===== src/rtl/rf_access_sched.sv =====
// rf_access_sched: arbitrates two requesters (core, debug/aux) onto one register-file port.
// Latency: req in IDLE at cycle N -> gnt/we/mux_sel/segs at N+1 -> rd_valid/rd_owner at N+2 (reads).
// Backpressure: requesters hold req/wr/sel/seg until gnt; requests are sampled only in IDLE.
// Build option: define RF_SCHED_RR_EN for round-robin arbitration; default is fixed priority (req0 wins).
module rf_access_sched (
    input  logic       clk,
    input  logic       clr,
    input  logic       req0,
    input  logic       req1,
    input  logic       wr0,
    input  logic       wr1,
    input  logic [2:0] sel0,
    input  logic [2:0] sel1,
    input  logic [2:0] wseg0,
    input  logic [2:0] wseg1,
    input  logic [2:0] rseg0,
    input  logic [2:0] rseg1,
    output logic       gnt0,
    output logic       gnt1,
    output logic       we,
    output logic [2:0] mux_sel,
    output logic [2:0] write_seg,
    output logic [2:0] read_seg,
    output logic       rd_valid,
    output logic       rd_owner,
    output logic       busy
);

    typedef enum logic [1:0] {
        ST_IDLE = 2'd0,
        ST_ACC  = 2'd1,
        ST_RDW  = 2'd2
    } state_t;

    // Mux code the register file treats as "write nothing".
    localparam logic [2:0] SEL_NOP = 3'b111;

    state_t     state_q, state_d;
    logic       gnt0_q, gnt0_d;
    logic       gnt1_q, gnt1_d;
    logic       we_q, we_d;
    logic [2:0] mux_sel_q, mux_sel_d;
    logic [2:0] write_seg_q, write_seg_d;
    logic [2:0] read_seg_q, read_seg_d;
    logic       rd_valid_q, rd_valid_d;
    logic       rd_owner_q, rd_owner_d;
    logic       busy_q, busy_d;
    logic       win1;

`ifdef RF_SCHED_RR_EN
    // Index of the requester that wins the next tie (the one not granted last).
    logic       ptr_q, ptr_d;

    // Round-robin winner select: a tie goes to the requester the pointer names.
    always_comb begin
        win1 = req1 & (~req0 | ptr_q);
    end
`else
    // Fixed-priority winner select: requester 0 always wins a tie.
    always_comb begin
        win1 = req1 & ~req0;
    end
`endif

    // Next-state and next-output computation; outputs default to their idle values.
    // In ACC the output flops themselves hold the captured request, so we_q is the
    // captured wr and gnt1_q is the winner index.
    always_comb begin
        state_d     = state_q;
        gnt0_d      = 1'b0;
        gnt1_d      = 1'b0;
        we_d        = 1'b0;
        mux_sel_d   = SEL_NOP;
        write_seg_d = 3'd0;
        read_seg_d  = 3'd0;
        rd_valid_d  = 1'b0;
        rd_owner_d  = rd_owner_q;
        busy_d      = 1'b0;
`ifdef RF_SCHED_RR_EN
        ptr_d       = ptr_q;
`endif
        case (state_q)
            ST_IDLE: begin
                if (req0 | req1) begin
                    state_d     = ST_ACC;
                    gnt0_d      = ~win1;
                    gnt1_d      = win1;
                    we_d        = win1 ? wr1   : wr0;
                    mux_sel_d   = win1 ? sel1  : sel0;
                    write_seg_d = win1 ? wseg1 : wseg0;
                    read_seg_d  = win1 ? rseg1 : rseg0;
                    busy_d      = 1'b1;
`ifdef RF_SCHED_RR_EN
                    ptr_d       = ~win1;
`endif
                end
            end
            ST_ACC: begin
                if (we_q) begin
                    state_d = ST_IDLE;
                end else begin
                    state_d    = ST_RDW;
                    rd_valid_d = 1'b1;
                    rd_owner_d = gnt1_q;
                    busy_d     = 1'b1;
                end
            end
            ST_RDW: begin
                state_d = ST_IDLE;
            end
            default: begin
                state_d = ST_IDLE;
            end
        endcase
    end

    // State and registered outputs; clr aborts any access and restores idle values.
    always_ff @(posedge clk) begin
        if (clr) begin
            state_q     <= ST_IDLE;
            gnt0_q      <= 1'b0;
            gnt1_q      <= 1'b0;
            we_q        <= 1'b0;
            mux_sel_q   <= SEL_NOP;
            write_seg_q <= 3'd0;
            read_seg_q  <= 3'd0;
            rd_valid_q  <= 1'b0;
            rd_owner_q  <= 1'b0;
            busy_q      <= 1'b0;
`ifdef RF_SCHED_RR_EN
            ptr_q       <= 1'b0;
`endif
        end else begin
            state_q     <= state_d;
            gnt0_q      <= gnt0_d;
            gnt1_q      <= gnt1_d;
            we_q        <= we_d;
            mux_sel_q   <= mux_sel_d;
            write_seg_q <= write_seg_d;
            read_seg_q  <= read_seg_d;
            rd_valid_q  <= rd_valid_d;
            rd_owner_q  <= rd_owner_d;
            busy_q      <= busy_d;
`ifdef RF_SCHED_RR_EN
            ptr_q       <= ptr_d;
`endif
        end
    end

    assign gnt0      = gnt0_q;
    assign gnt1      = gnt1_q;
    assign we        = we_q;
    assign mux_sel   = mux_sel_q;
    assign write_seg = write_seg_q;
    assign read_seg  = read_seg_q;
    assign rd_valid  = rd_valid_q;
    assign rd_owner  = rd_owner_q;
    assign busy      = busy_q;

endmodule


===== config.mk =====
export PLATFORM = sky130hd
export DESIGN_NAME = rf_access_sched
export DESIGN_NICKNAME = d
export VERILOG_FILES = /design/src/rtl/rf_access_sched.sv
export SDC_FILE = /design/constraint.sdc
export NUM_CORES = 1
export LEC_CHECK = 0
export ABC_AREA = 0
export BUFFER_PORTS_ARGS = -buffer_cell sky130_fd_sc_hd__buf_2
export CORE_MARGIN = 8
export CORE_UTILIZATION = 34
export DETAILED_ROUTE_END_ITERATION = 7
export PLACE_DENSITY = 0.73
export SLEW_MARGIN = 0
export SYNTH_ARGS = -nofsm -noshare
export SYNTH_HDL_FRONTEND = slang
export SYNTH_SLANG_ARGS = --single-unit
export TNS_END_PERCENT = 100

===== constraint.sdc =====
create_clock -name clk -period 1.17 [get_ports clk]
set_input_delay 0.0585 -clock clk [delete_from_list [all_inputs] [get_ports clk]]
set_output_delay 0.0585 -clock clk [all_outputs]
set_load 0.02 [all_outputs]

==> metrics.txt, run 1 <==
hold_sp sel0[0]; Hold Path Stages 2; sw frac 0.263; most common cell after layout, fill and taps aside buf_2; clk root buf clkbuf_4; Iter 0 DRT Violations 6; DIE HEIGHT 56.5 um; clock sink count 17; Max-cap violations 0; Fmax 833 MHz; total track usage 0.0937; commonest non-fill, non-tap cells in the layout 38 x buf_2, 16 x dfxtp_1, 8 x dlygate4sd3_1; IO Pins 39; Clk pwr share 0.260; RD Place Congestion 0.749; reg2reg start state_q[0]$_SDFFE_PP0P_; HP Class input port to flop; DPL Wire Length 1170 um; Mean Syn Cell Area 12.4 um2; syn nets 69; CP Launch Type flop; die footprint 0.00319 mm2; WL/cell 13.8 um; worst-margin pin slew 0.483 ns; # Post-CTS Setup Buffers 0; area delta synth->final 63.7%; relative slew slack 0.677; PnR worst setup slack -0.0304 ns; failing checks negative setup slack; Fin. Hold Viols 0; port bufs 38; initial antenna violation count 0; cell row count 14; first-pass GRT wire length 2500 um; fill cell count 135; Vias/cell 4.78; grt ovf 0; # setup viols final 10; fin nets 122; RSZ-0062 raised after global routing true; reg2reg path depth 2; first-pass iteration count of the detailed router 4; Static Leak 0.000429 uW; yosys warns 0; proportion of layout cells with a drive suffix above 1 0.526; Vias 540; synthesized cell area 558 um2; post-route setup TNS -0.131 ns; DRT Wirelength 1560 um; total power 1170 uW; ANT nets after route 0; critical path type flop to flop; Worst Setup End Kind flop; post-layout util 0.599; TritonCTS clock tree yes; CP max FO 4; sequential fraction of the synthesis area 0.610; Die Width 56.5 um; combinational power share 0.202; Cell Pwr Density 1280 mW/mm2; starting density of the core 0.366; Hold WS 0.00474 ns; worst setup path start state_q[0]$_SDFFE_PP0P_; Slew Limit Fails 0; post-layout min period 1.20 ns; clk slew on worst S/H paths 0.10 ns; clk_skew 0.00353 ns; cell count after synthesis 45; CTS max path bufs 2; Critical Path RT 1.34 ns; Peak supply drop 632 uV; Clk Latency, worst-skew pair 0.28 ns; final worst-path cycle share 1.03; Worst EP arrival 1.37 ns; outcome finished, violations left; flops & latches, synth 17; # H-tree levels 1; n_diodes 0; CTS Buf Count 3; core area 0.00152 mm2; largest net degree at the start of global routing 11; Int Pwr 863 uW; Sequential Power Share 0.538; DRC 0; sw power 308 uW; Yosys cell types 16; number of global-route vias before repair 548
## synth_stat cells
| cell type | n | area (um2) |
|---|---|---|
| nand2b_1 | 3 | 18.8 |
| o21bai_1 | 1 | 7.51 |
| nor3b_1 | 1 | 7.51 |
| dfxtp_1 | 17 | 340 |
| clkbuf_1 | 1 | 3.75 |
| a32o_1 | 7 | 70.1 |
| nor4b_1 | 2 | 17.5 |
| nor3_1 | 1 | 5.00 |
| o32a_1 | 3 | 30.0 |
| or4b_4 | 1 | 13.8 |
| nor2_1 | 3 | 11.3 |
| buf_2 | 1 | 5.00 |
| nor2b_1 | 1 | 6.26 |
| mux2i_1 | 1 | 10.0 |
| clkinv_2 | 1 | 5.00 |
| or3_1 | 1 | 6.26 |
## state kept, by name (all words and copies together), names as in the netlist
| register | count |
|---|---|
| mux_sel | 3 |
| read_seg | 3 |
| write_seg | 3 |
| state_q | 2 |
| busy | 1 |
| gnt0 | 1 |
| gnt1 | 1 |
| rd_owner | 1 |
| rd_valid | 1 |
| we | 1 |
## power groups by stage
stage               Combinational [uW]  Sequential (uW)  Clock [uW]
finish                             236              630         305
global route                       256              635         337
CTS                                230              630         310
detailed placement                 210              643           0
global placement                   209              642           0
floorplan                         69.0              688           0
## layer usage
layer  GRT usage  part of all wire
met5           0                 0
met4      0.0515             0.017
met3      0.0225             0.051
met2       0.150              0.51
met1       0.110              0.42
## area by class of cell
class | count | area, um2 | area share
well taps | 16 | 20.0 | 0.0219
flip-flops and latches | 17 | 342 | 0.374
repair buffers | 50 | 300 | 0.329
multi-input cells | 25 | 215 | 0.236
inverters | 1 | 8.76 | 0.00959
clock inverters | 1 | 5.00 | 0.00548
clock buffers | 3 | 22.5 | 0.0247
## final timing paths
kind	to	slack, ns
worst max-delay path	mux_sel[1]$_SDFF_PP1_	-0.03
worst min-delay path	mux_sel[0]$_SDFF_PP1_	0.005
worst max register to register	mux_sel[1]$_SDFF_PP1_	-0.03
worst min register to register	rd_owner$_SDFFE_PP0N_	0.49
## worst max-delay path: stages, from the launching register on
cell and delay [ns]:
dfxtp_2 0.34, or4b_4 0.58, o32a_1 0.18
## through the flow
step           instance area, um2  setup WS, ns  std cells
2_1_floorplan                 566       -0.0472         45
3_3_place_gp                  791       -0.0117        101
3_5_place_dp                  791       -0.0212        101
4_1_cts                       892       -0.0285        112
5_1_grt                       913       -0.0677        113
6_report                      913       -0.0304        113
## kinds of logic (layout without fill, tap and decap cells)
| family | after synthesis | count (layout) | share of synthesized area |
|---|---|---|---|
| AOI/OAI and AO/OA | 11 | 11 | 0.193 |
| buffers and inverters | 3 | 55 | 0.0246 |
| DFF | 17 | 17 | 0.610 |
| muxes | 1 | 1 | 0.0179 |
| and+or+nand+nor | 13 | 13 | 0.155 |
## repair_timing
action | CTS | global route
hold endpoints to repair | 7 | 1
hold buffers | 7 | 1
resized for setup | 1 | 2
pin swaps | 4 | 0
setup endpoints to repair | 10 | 10
No activity file was read; power rests on OpenSTA's default activity.
==> run 2: changes to the inputs <==
--- a/config.mk
+++ b/config.mk
@@ -11,6 +11,7 @@
 export CORE_UTILIZATION = 34
 export DETAILED_ROUTE_END_ITERATION = 7
 export PLACE_DENSITY = 0.73
+export REMOVE_ABC_BUFFERS = 1
 export SLEW_MARGIN = 0
 export SYNTH_ARGS = -nofsm -noshare
 export SYNTH_HDL_FRONTEND = slang
==> run 2 against run 1 <==
Sequential power hardly changed. Cell count is 1.8% higher. Via count is 5.9% higher. Non-clock buffer count is 2 higher. Clock power is 1% higher. Worst hold slack better by 0.0037 ns. Clock skew is 0.0059 ns higher. The flow still finishes with violations (negative setup slack). Combinational power is 3% higher. Critical endpoint is now read_seg[0]$_SDFF_PP0_. Design area is 2.3% higher. Power is 1.1% higher. Fmax is 1.2% higher.
==> metrics.txt, run 2 (synthesis results as in run 1) <==
RSZ-0062 raised after global routing true; clock sink count 17 (unchanged); RD Place Congestion 0.787 (+5.0%); CTS Buf Count 3 (unchanged); die footprint 0.00319 mm2 (unchanged); Peak supply drop 742 uV (+17%); Clk pwr share 0.261 (about the same); area delta synth->final 67.5%; Vias/cell 4.97 (+4.1%); placed cell count 101 (unchanged); most common cell after layout, fill and taps aside buf_2; worst-margin pin slew 0.486 ns (+0.00242 ns); DIE HEIGHT 56.5 um (unchanged); port bufs 38 (unchanged); n_diodes 0 (unchanged); Layout Cells excl Fill 115 (+1.8%); CP Launch Type flop; Critical Path RT 1.40 ns (+0.06 ns); sw frac 0.267 (+0.00371); critical path's slowest cell or4b_4; proportion of layout cells with a drive suffix above 1 0.525 (about the same); TritonCTS clock tree yes; number of global-route vias before repair 612 (+12%); # Post-CTS Setup Buffers 0 (unchanged); Worst EP arrival 1.42 ns (+0.05 ns); critical path type flop to flop; WL/cell 15.0 um (+8.5%); largest net degree at the start of global routing 11 (unchanged); Slew Limit Fails 0 (unchanged); Die Width 56.5 um (unchanged); PnR worst setup slack -0.0165 ns (+0.0138 ns); Iter 0 DRT Violations 13 (+7); total track usage 0.108 (+0.0142); core area 0.00152 mm2 (unchanged); sw power 316 uW (+2.6%); # H-tree levels 1 (unchanged); starting density of the core 0.366 (unchanged); clk slew on worst S/H paths 0.10 ns (about the same); Max-cap violations 0 (unchanged); ANT nets after route 0 (unchanged); Vias 572 (+5.9%); post-layout min period 1.19 ns (-0.0138 ns); first-pass GRT wire length 2790 um (+12%); HP Class input port to flop; final worst-path cycle share 1.01 (-0.0118); grt ovf 0 (unchanged); first-pass iteration count of the detailed router 4 (unchanged); Fin. Hold Viols 0 (unchanged); Clk Latency, worst-skew pair 0.29 ns (about the same); Hold WS 0.00840 ns (+0.00366 ns); CTS max path bufs 2 (unchanged); initial antenna violation count 0 (unchanged); cell row count 14 (unchanged); Static Leak 0.000438 uW (+2.1%); crit-path cells or4b_4 > clkinv_4 > a32o_1; IO Pins 39 (unchanged); Cell Pwr Density 1270 mW/mm2 (-1.2%); combinational power share 0.206 (+0.004); Worst Setup End Kind flop; DRC 0 (unchanged); clk root buf clkbuf_4; failing checks negative setup slack; commonest non-fill, non-tap cells in the layout 38 x buf_2, 15 x dfxtp_1, 10 x dlygate4sd3_1; clk_skew 0.00942 ns (+0.00589 ns); Int Pwr 869 uW (+0.63%); relative slew slack 0.676 (-0.00162); outcome finished, violations left; fin nets 124 (+1.6%); Crit path largest cell delay 0.56 ns (-0.02 ns); Sequential Power Share 0.533 (-0.005); DRT Wirelength 1720 um (+10%); DPL Wire Length 1310 um (+12%); Fmax 843 MHz (+1.2%); # setup viols final 8 (-2); CP max FO 8 (+4)
==> run 2: worst max-delay path, delay by kind of cell (launching register included) <==
kind                   cells  cell delay [ns]
AND/OR/NAND/NOR            1             0.56
AO/OA/AOI/OAI              1             0.12
flip-flops                 1             0.34
buffers and inverters      1             0.10
==> run 2: through the flow <==
| stage | TNS [ns] | power (uW) | instance area, um2 | util | worst slack, ns |
|---|---|---|---|---|---|
| after floorplan | -0.143 | 748 | 549 | - | -0.0478 |
| after global placement | -0.0113 | 851 | 790 | 0.518 | -0.0113 |
| after detailed placement | -0.205 | 856 | 790 | 0.518 | -0.0359 |
| after CTS | -0.115 | 1190 | 927 | 0.608 | -0.0224 |
| after global routing | -0.387 | 1230 | 935 | 0.613 | -0.0560 |
| final | -0.0588 | 1180 | 935 | 0.613 | -0.0165 |
==> run 2: repair_timing <==
item	in CTS	in global routing
hold buffers	10	0
endpoints found under the hold margin	9	0
endpoints found under the setup margin	10	11
pin swaps	4	3
resized for setup	3	2
==> run 2: cell type report <==
class | instances | area (um2)
clock inverter | 1 | 5.00
clock buffer | 3 | 22.5
fill | 134 | 589
timing repair buffer | 52 | 320
multi-input combinational | 25 | 215
sequential | 17 | 343
tap | 16 | 20.0
inverter | 1 | 8.76
==> run 2: worst paths after layout <==
kind / from / to / slack (ns) / cells past startpoint
setup / recovery: state_q[1]$_SDFFE_PP0P_ / read_seg[0]$_SDFF_PP0_ / -0.02 / 3
hold reg to reg: rd_owner$_SDFFE_PP0N_ / rd_owner$_SDFFE_PP0N_ / 0.48 / 2
hold / removal: wseg1[1] / write_seg[1]$_SDFF_PP0_ / 0.008 / 2
setup reg to reg: state_q[1]$_SDFFE_PP0P_ / read_seg[0]$_SDFF_PP0_ / -0.02 / 3
==> run 2: power by group through the flow <==
stage / registers, uW / clock network [uW] / logic [uW]
after floorplan: 687 / 0 / 60.7
after global placement: 642 / 0 / 209
after detailed placement: 644 / 0 / 212
after CTS: 631 / 317 / 243
after global routing: 636 / 332 / 264
final: 632 / 309 / 244
==> run 2: per-layer routing <==
metal  GRT usage  vias up  share of wire
li1            -      283              -
met1       0.102      261           0.39
met2       0.188       22           0.50
met3      0.0337        6          0.071
met4      0.0825        0          0.035
met5           0        -              0
